<file path="src/rtl/aes_host_pkg.sv">
// Shared types and frame layout for the AES chip serial host.
// The frame is sent MSB first: {mode, key, addr, loc}.
package aes_host_pkg;

  localparam int unsigned FRAME_BITS = 145;
  localparam int unsigned KEY_W      = 128;
  localparam int unsigned ADDR_W     = 8;

  typedef enum logic [1:0] {
    IDLE,
    SETUP,
    SHIFT,
    WAIT_DONE
  } state_t;

  function automatic logic [FRAME_BITS-1:0] pack_frame(
    input logic              mode,
    input logic [KEY_W-1:0]  key,
    input logic [ADDR_W-1:0] addr,
    input logic [ADDR_W-1:0] loc
  );
    return {mode, key, addr, loc};
  endfunction

endpackage

</file>
<file path="src/rtl/aes_host_bit_timer.sv">
// Serial bit-period divider: bit_tick marks the last clk cycle of each
// CLK_DIV-cycle bit period. Synchronous clear holds the divider at zero.
module aes_host_bit_timer #(
  parameter int unsigned CLK_DIV = 4
) (
  input  logic clk,
  input  logic rst,
  input  logic clear,
  output logic bit_tick
);

  localparam int unsigned CW = (CLK_DIV > 1) ? $clog2(CLK_DIV) : 1;

  logic [CW-1:0] cnt;

  assign bit_tick = !clear && (cnt == CW'(CLK_DIV - 1));

  always_ff @(posedge clk) begin
    if (rst || clear) begin
      cnt <= '0;
    end else if (bit_tick) begin
      cnt <= '0;
    end else begin
      cnt <= cnt + CW'(1);
    end
  end

endmodule

</file>
<file path="src/rtl/aes_spi_host.sv">
// Host sequencer for the AES chip serial port: sends one 145-bit job frame
// on ss/mosi, then waits for a miso rising edge or a timeout.
module aes_spi_host
  import aes_host_pkg::*;
#(
  parameter int unsigned CLK_DIV = 4,
  parameter int unsigned TIMEOUT = 65535
) (
  input  logic         clk,
  input  logic         rst,
  input  logic         req_valid,
  output logic         req_ready,
  input  logic         req_mode,
  input  logic [127:0] req_key,
  input  logic [7:0]   req_addr,
  input  logic [7:0]   req_loc,
  output logic         ss,
  output logic         mosi,
  input  logic         miso,
  output logic         busy,
  output logic         done_pulse,
  output logic         timeout_err
);

  localparam int unsigned TO_W     = $clog2(TIMEOUT + 1);
  localparam logic [7:0]  LAST_BIT = 8'(FRAME_BITS - 1);

  state_t                state, state_next;
  logic [FRAME_BITS-1:0] frame_q, frame_next;
  logic [7:0]            bit_cnt, bit_cnt_next;
  logic [TO_W-1:0]       to_cnt, to_cnt_next, to_inc;
  logic                  miso_q, miso_rise, to_hit;
  logic                  ss_next, mosi_next, done_next, timeout_next;
  logic                  bit_tick, timer_clear;

  assign req_ready   = (state == IDLE);
  assign busy        = (state != IDLE);
  assign timer_clear = !((state == SETUP) || (state == SHIFT));
  assign miso_rise   = miso && !miso_q;
  assign to_inc      = to_cnt + TO_W'(1);
  assign to_hit      = (to_inc == TO_W'(TIMEOUT));

  aes_host_bit_timer #(
    .CLK_DIV(CLK_DIV)
  ) u_bit_timer (
    .clk     (clk),
    .rst     (rst),
    .clear   (timer_clear),
    .bit_tick(bit_tick)
  );

  always_ff @(posedge clk) begin
    if (rst) begin
      state       <= IDLE;
      frame_q     <= '0;
      bit_cnt     <= '0;
      to_cnt      <= '0;
      miso_q      <= 1'b0;
      ss          <= 1'b1;
      mosi        <= 1'b0;
      done_pulse  <= 1'b0;
      timeout_err <= 1'b0;
    end else begin
      state       <= state_next;
      frame_q     <= frame_next;
      bit_cnt     <= bit_cnt_next;
      to_cnt      <= to_cnt_next;
      miso_q      <= miso;
      ss          <= ss_next;
      mosi        <= mosi_next;
      done_pulse  <= done_next;
      timeout_err <= timeout_next;
    end
  end

  always_comb begin
    state_next   = state;
    frame_next   = frame_q;
    bit_cnt_next = bit_cnt;
    to_cnt_next  = '0;
    ss_next      = ss;
    mosi_next    = mosi;
    done_next    = 1'b0;
    timeout_next = 1'b0;

    case (state)
      IDLE: begin
        ss_next   = 1'b1;
        mosi_next = 1'b0;
        if (req_valid) begin
          frame_next   = pack_frame(req_mode, req_key, req_addr, req_loc);
          bit_cnt_next = '0;
          ss_next      = 1'b0;
          state_next   = SETUP;
        end
      end

      SETUP: begin
        if (bit_tick) begin
          mosi_next    = frame_q[FRAME_BITS-1];
          frame_next   = {frame_q[FRAME_BITS-2:0], 1'b0};
          bit_cnt_next = '0;
          state_next   = SHIFT;
        end
      end

      SHIFT: begin
        // mosi is loaded one period ahead, so bit_cnt names the bit on the wire
        if (bit_tick) begin
          if (bit_cnt == LAST_BIT) begin
            ss_next    = 1'b1;
            mosi_next  = 1'b0;
            state_next = WAIT_DONE;
          end else begin
            bit_cnt_next = bit_cnt + 8'd1;
            mosi_next    = frame_q[FRAME_BITS-1];
            frame_next   = {frame_q[FRAME_BITS-2:0], 1'b0};
          end
        end
      end

      WAIT_DONE: begin
        to_cnt_next = to_inc;
        // Done takes priority when the edge lands on the timeout cycle.
        if (miso_rise) begin
          done_next   = 1'b1;
          to_cnt_next = '0;
          state_next  = IDLE;
        end else if (to_hit) begin
          timeout_next = 1'b1;
          to_cnt_next  = '0;
          state_next   = IDLE;
        end
      end

      default: state_next = IDLE;
    endcase
  end

endmodule

</file>
<file path="config.mk">
export PLATFORM = sky130hd
export DESIGN_NAME = aes_spi_host
export DESIGN_NICKNAME = d
export VERILOG_FILES = /design/src/rtl/aes_host_pkg.sv /design/src/rtl/aes_host_bit_timer.sv /design/src/rtl/aes_spi_host.sv
export SDC_FILE = /design/constraint.sdc
export NUM_CORES = 1
export LEC_CHECK = 0
export CORE_MARGIN = 1
export CORE_UTILIZATION = 54
export CTS_BUF_LIST = sky130_fd_sc_hd__clkbuf_2 sky130_fd_sc_hd__clkbuf_4 sky130_fd_sc_hd__clkbuf_8
export CTS_CLUSTER_DIAMETER = 40
export CTS_CLUSTER_SIZE = 28
export DETAILED_ROUTE_END_ITERATION = 7
export GPL_TIMING_DRIVEN = 0
export MAX_ROUTING_LAYER = met4
export PLACE_DENSITY = 0.91
export SLEW_MARGIN = 10
export SYNTH_ARGS = -nofsm -noshare
export SYNTH_HDL_FRONTEND = slang
export SYNTH_SLANG_ARGS = --single-unit
</file>
<file path="constraint.sdc">
create_clock -name clk -period 3.1 [get_ports clk]
set_input_delay 0.62 -clock clk [delete_from_list [all_inputs] [get_ports clk]]
set_output_delay 0.62 -clock clk [all_outputs]
set_load 0.1 [all_outputs]
</file>
-- After elaboration in Yosys (flattened, before gate mapping)
Index checks and enable logic that the tools add are counted.
- equality and inequality tests: 12
- $add $sub $neg: 3
- mux-type cells: 27
- reductions and logical operators: 18
- bitwise gates (word level): 1
- operators by type and width (kind ; count):
    $mux W145 ; 4
    $pmux W145 S3 ; 1
    $mux W8 ; 4
    $pmux W8 S3 ; 1
    $add A16 B1 Y16 const B ; 1
    $eq A16 B16 Y1 const B ; 1
    $mux W2 ; 6
    $reduce_and A5 Y1 ; 2
    $add A8 B1 Y8 const B ; 1
    $eq A8 B8 Y1 const B ; 1
    $mux W1 ; 8
    $ne A2 B2 Y1 const B ; 4
    $pmux W2 S4 ; 1
    $eq A2 B2 Y1 const B ; 3
    $reduce_and A3 Y1 ; 2
    $reduce_bool A2 Y1 ; 2
    $reduce_or A2 Y1 ; 2
    $reduce_or A4 Y1 ; 1
    $ne A3 B3 Y1 const B ; 1
    $pmux W1 S3 ; 1
    $reduce_bool A3 Y1 ; 1
    $reduce_or A3 Y1 ; 1
    $add A2 B1 Y2 const B ; 1
    $eq A2 B1 Y1 const B ; 1
    7 further kinds ; 10
- logic and storage cells: 71
- output and inout port bits: 6
- flip-flop bits (word level): 178
- bits of input ports: 149

-- Longest topological paths before layout
- depth in word-level cells: 5
- mapped depth: 12
- gate-level depth less buffers: 8

-- Modules after synthesis
From an unflattened synthesis, not the netlist that was laid out.
- cells, all modules: 833
- area, all modules: 7972.6 um^2
- modules (own cells, without submodules) (module ; area an instance (um^2) ; cells each ; seq. area each (um^2) ; instances):
    aes_spi_host ; 7886.3 ; 827 ; 3523.4 ; 1
    aes_host_bit_timer ; 86.3 ; 6 ; 40.0 ; 1

-- Worst setup path before layout
No wires, ideal clock.
- path kind: reg2reg
- start point: reg state[0]
- end point: reg frame_q[10]
- stages on the path, launching flop included: 11
- setup time: 0.086 ns
- path buffers: 4
- period minus slack after synthesis: 2.575 ns
- data required time: 3.014 ns
- path slack: 0.525 ns
- arrival: 2.490 ns
- path through: dfxtp_1 -> inv_1 -> ha_1 -> nand2b_1 -> and3b_1 -> clkbuf_1 -> o21a_1 -> clkbuf_1 -> buf_2 -> clkbuf_1 -> a211oi_1
- elaborated cells on any way between the ends: 12
- classes of those cells: eq/ne: 6; mux: 1; reduce/logical: 5
- RTL lines (what ; RTL line ; source):
    start: declaration ; aes_spi_host.sv:28 ; state_t state, state_next;
    start signal: assignment ; aes_spi_host.sv:64 ; state <= state_next;
    $logic_not A2 Y1 (*) ; -- ;
    net req_ready ; aes_spi_host.sv:12 ; output logic req_ready,
    $ne A2 B2 Y1 (no source line) or $reduce_bool A3 Y1 (tied branches) ; -- ;
    $reduce_and A5 Y1 (no source line) ; -- ;
    end signal: assignment ; aes_spi_host.sv:65 ; frame_q <= frame_next;
    end: declaration ; aes_spi_host.sv:29 ; logic [FRAME_BITS-1:0] frame_q, frame_next;
Mark *: on every way through the listed nets, which the timed path passes. The rest lies on a longest branch.
A chain may end at the register's enable or synchronous reset.

-- Worst setup path in the final report
- start point: reg state[0]
- end point: out req_ready
- word-level cells in the longest chain between the ends: 1
- ends and longest elaborated chain (what ; RTL line ; source):
    $logic_not A2 Y1 ; aes_spi_host.sv:36 ; assign req_ready = (state == IDLE);
    end: declaration ; aes_spi_host.sv:12 ;
Every way passes these cells.

==> run_results.csv <==
group,metric,value,unit
run_status,run_status,"finished clean",
sta,timing.fmax,340.5,MHz
yosys,synth_top_area_share,44.57,%
sta,min_period,2937,ps
placement,place_inst,1186,
yosys,syn_nets,1006,
grt,grt_pass1_wl,30.06,mm
finish,stdcell_count,1218,
finish,nets,1179,
setup_path,crit_type,"reg -> out",
setup_path,path_delay_family,"buffers and inverters",
pwr,p_seq_share,35.1,%
setup_path,cp-end-kind,"output port",
grt,grt_max_degree,17,
clocking,cts_hold_buf,0,
yosys,synthesis.area,0.007995,sq mm
die,core,0.01448,sq mm
setup_path,crit_arrival,2320,ps
clocking,cts_max_path_buffers,2,
grt,antenna_found_initial,0,
yosys,syn_inst,848,
setup_path,path_buf_inv,2,
grt,grt_use_total,25.82,%
sta,rsz0062_at_grt,"false",
sta,slew_headroom,34.61,%
finish,nFillCells,1102,
sta,tightest_slew,977.7,ps
pwr,p_int,6.571,mW
pwr,power.share.clock,15.6,%
drt,first_pass_iters,5,
yosys,synth_area_leaders,"dfxtp_1 (45%), mux2i_1 (18%), a211oi_1 (14%)",
yosys,ys.flop_type,"dfxtp_1",
yosys,ys_ff_latch,178,
die,initial_core_util,55.22,%
sta,fin_crit_sh,94.73,%
job,maxCapViolCount,0,
drt,routed_wl,18.94,mm
yosys,async_flop_share,0,%
setup_path,critPathSlowestCell,"clkdlybuf4s50_1",
setup_path,cp_max_fo,5,
die,rows,44,
clocking,cts.clk_slew.worst_paths,80,ps
yosys,synth_area_per_cell,9.428,sq um
grt,grt_pass1_vias,6396,
placement,routabilityCongestion,0.8531,
clocking,clock_latency,460,ps
clocking,cts_tree,"done",
yosys,synth-warning-count,0,
sta,clock_skew,10.33,ps
sta,final-hold-violation-count,0,
drt,vias,6794,
die,die_h,123.7,microns
finish,drive_above_1_share,5.803,%
pwr,leakage,3.819,nW
worst_hold_path,hold_path_class,"reg -> reg",
finish,diodes,0,
grt,grt-ovfl-total,0,
yosys,ys_types,44,
drt,drtAntennaViolNets,0,
drt,avgRoutedWirePerCell,15.55,microns
die,io_pins,155,
drt,route.detailed.drc,0,
yosys,yosysTopAreaCell,"dfxtp_1",
setup_path,worstPathCellList,"inv_1 > ha_1 > clkdlybuf4s50_1",
clocking,cts_buffers,17,
pwr,p_sw,4.551,mW
pwr,combPwrFrac,49.2,%
pwr,swShare,40.92,%
yosys,post-synth-top-count-cell,"dfxtp_1",
placement,hpwl,13.24,mm
clocking,cts_sinks,178,
clocking,htree_levels,4,
yosys,ys_seq_area_share,44.57,%
yosys,synth_edf_count,0,
placement,port_buffers,154,
sta,drv_slew,0,
sta,fin_setup_tns,0,ps
pwr,power.density,1090,mW/mm^2
yosys,yosys-top-cells-count,"dfxtp_1 (178), nor2_1 (174), mux2i_1 (147), a211oi_1 (145), clkbuf_1 (42)",
die,die_area,0.01530,sq mm
setup_path,critPathRequiredTime,2480,ps
setup_path,cp_slowest_stage_delay,1160,ps
pwr,peakVddDrop,0.7753,mV
finish,syn2layout_area_growth,27.64,%
drt,vias_per_cell,5.578,
sta,setup_viol,0,
die,die_w,123.7,microns
drt,drtIter0Drc,379,
setup_path,critPathLaunchType,"flip-flop",
clocking,root_buffer,"clkbuf_8",
metrics by stage:
stage / cell area (sq um) / util [%] / power (mW) / hold slack (ps) / setup slack (ps)
after floorplan: 7995 / - / 8.062 / 394.9 / 524.5
after global placement: 9767 / 67.46 / 9.129 / 403.7 / 110.0
after detailed placement: 9767 / 67.46 / 9.357 / 409.3 / 70.64
after CTS: 10200 / 70.46 / 11.14 / 425.8 / 59.88
after global routing: 10200 / 70.48 / 11.91 / 441.3 / 39.74
final: 10200 / 70.48 / 11.12 / 434.1 / 163.4
worst reg2reg max path, delay by kind of cell, from the launching register on:
| family | cells | cell delay, ps |
|---|---|---|
| adder cells (fa/ha/maj) | 1 | 270 |
| AO/OA/AOI/OAI | 3 | 450 |
| buffers and inverters | 6 | 1420 |
| flip-flops | 1 | 400 |
| AND/OR/NAND/NOR | 1 | 170 |
metal layers:
metal	wire, microns	global-route usage (%)
met5	0	-
met4	435	9.563
met2	9162	40.94
met1	8512	31.80
met3	826	6.273
power groups by stage:
stage,combinational (mW),clock (mW),sequential [mW]
CTS,5.49,1.76,3.90
finish,5.48,1.74,3.91
detailed placement,5.43,0,3.92
global route,6.03,1.86,4.02
floorplan,4.25,0,3.81
global placement,5.26,0,3.87
timing repair:
action,4_1_cts,5_1_grt
hold endpoints to repair,0,0
setup endpoints to repair,0,1
gates resized for setup,0,1
buffers inserted,0,0
path summary, 6_finish.rpt:
check	depth (start not counted)	start	endpoint	slack (ps)
worst min-delay path	1	miso_q	done_pulse	430
worst max-delay path	3	state[0]	req_ready	160
worst min register to register	1	miso_q	done_pulse	430
worst max register to register	11	state[1]	frame_q[135]	250
logic make-up after synthesis:
| logic type | Yosys count | synth area share, % |
|---|---|---|
| fa+ha+maj | 9 | 1.408 |
| simple gates | 246 | 13.63 |
| mux | 147 | 18.40 |
| flops | 178 | 44.57 |
| buf+inv | 83 | 4.476 |
| xor+xnor | 20 | 2.191 |
| compound gates | 165 | 15.32 |
area by class of cell:
| cell class | instances | area [sq um] | area share, % |
|---|---|---|---|
| tap | 184 | 230.2 | 2.256 |
| clock inverter | 10 | 157.7 | 1.545 |
| timing repair buffer | 154 | 1544 | 15.13 |
| clock buffer | 22 | 277.8 | 2.722 |
| inverter | 10 | 37.54 | 0.3678 |
| buffer | 73 | 320.3 | 3.139 |
| multi-input combinational | 587 | 4074 | 39.92 |
| sequential | 178 | 3563 | 34.92 |
layout by cell type, fill, tap and decap left out, types with 2 or more instances in the layout:
master / netlist / layout
buf_4: 2 / 2
nand2b_1: 5 / 5
and3_1: 5 / 5
nand2_1: 15 / 15
mux2i_1: 147 / 147
o21ai_0: 4 / 4
nor2b_1: 4 / 4
ha_1: 9 / 9
clkinv_2: 0 / 3
bufinv_16: 0 / 4
clkbuf_4: 0 / 4
a21oi_1: 7 / 7
dfxtp_1: 178 / 178
nand3_1: 12 / 12
nor3_1: 5 / 5
xor2_1: 12 / 12
nand3b_1: 2 / 2
buf_1: 8 / 8
buf_2: 19 / 19
inv_1: 10 / 10
nor2_1: 174 / 174
a211oi_1: 145 / 145
o21a_1: 3 / 3
clkbuf_8: 0 / 18
nor4_1: 3 / 3
clkbuf_1: 42 / 42
nand4_1: 7 / 7
nor3b_1: 2 / 2
clkinvlp_4: 0 / 3
buf_6: 2 / 2
clkdlybuf4s50_1: 0 / 153
xnor2_1: 8 / 8
flip-flops by register name, indices dropped and copies added, names as in the netlist, 2 cells and up:
signal	flops
bit_cnt	8
frame_q	145
state	2
to_cnt	16
u_bit_timer.cnt	2
No activity file was read; power rests on OpenSTA's default activity.
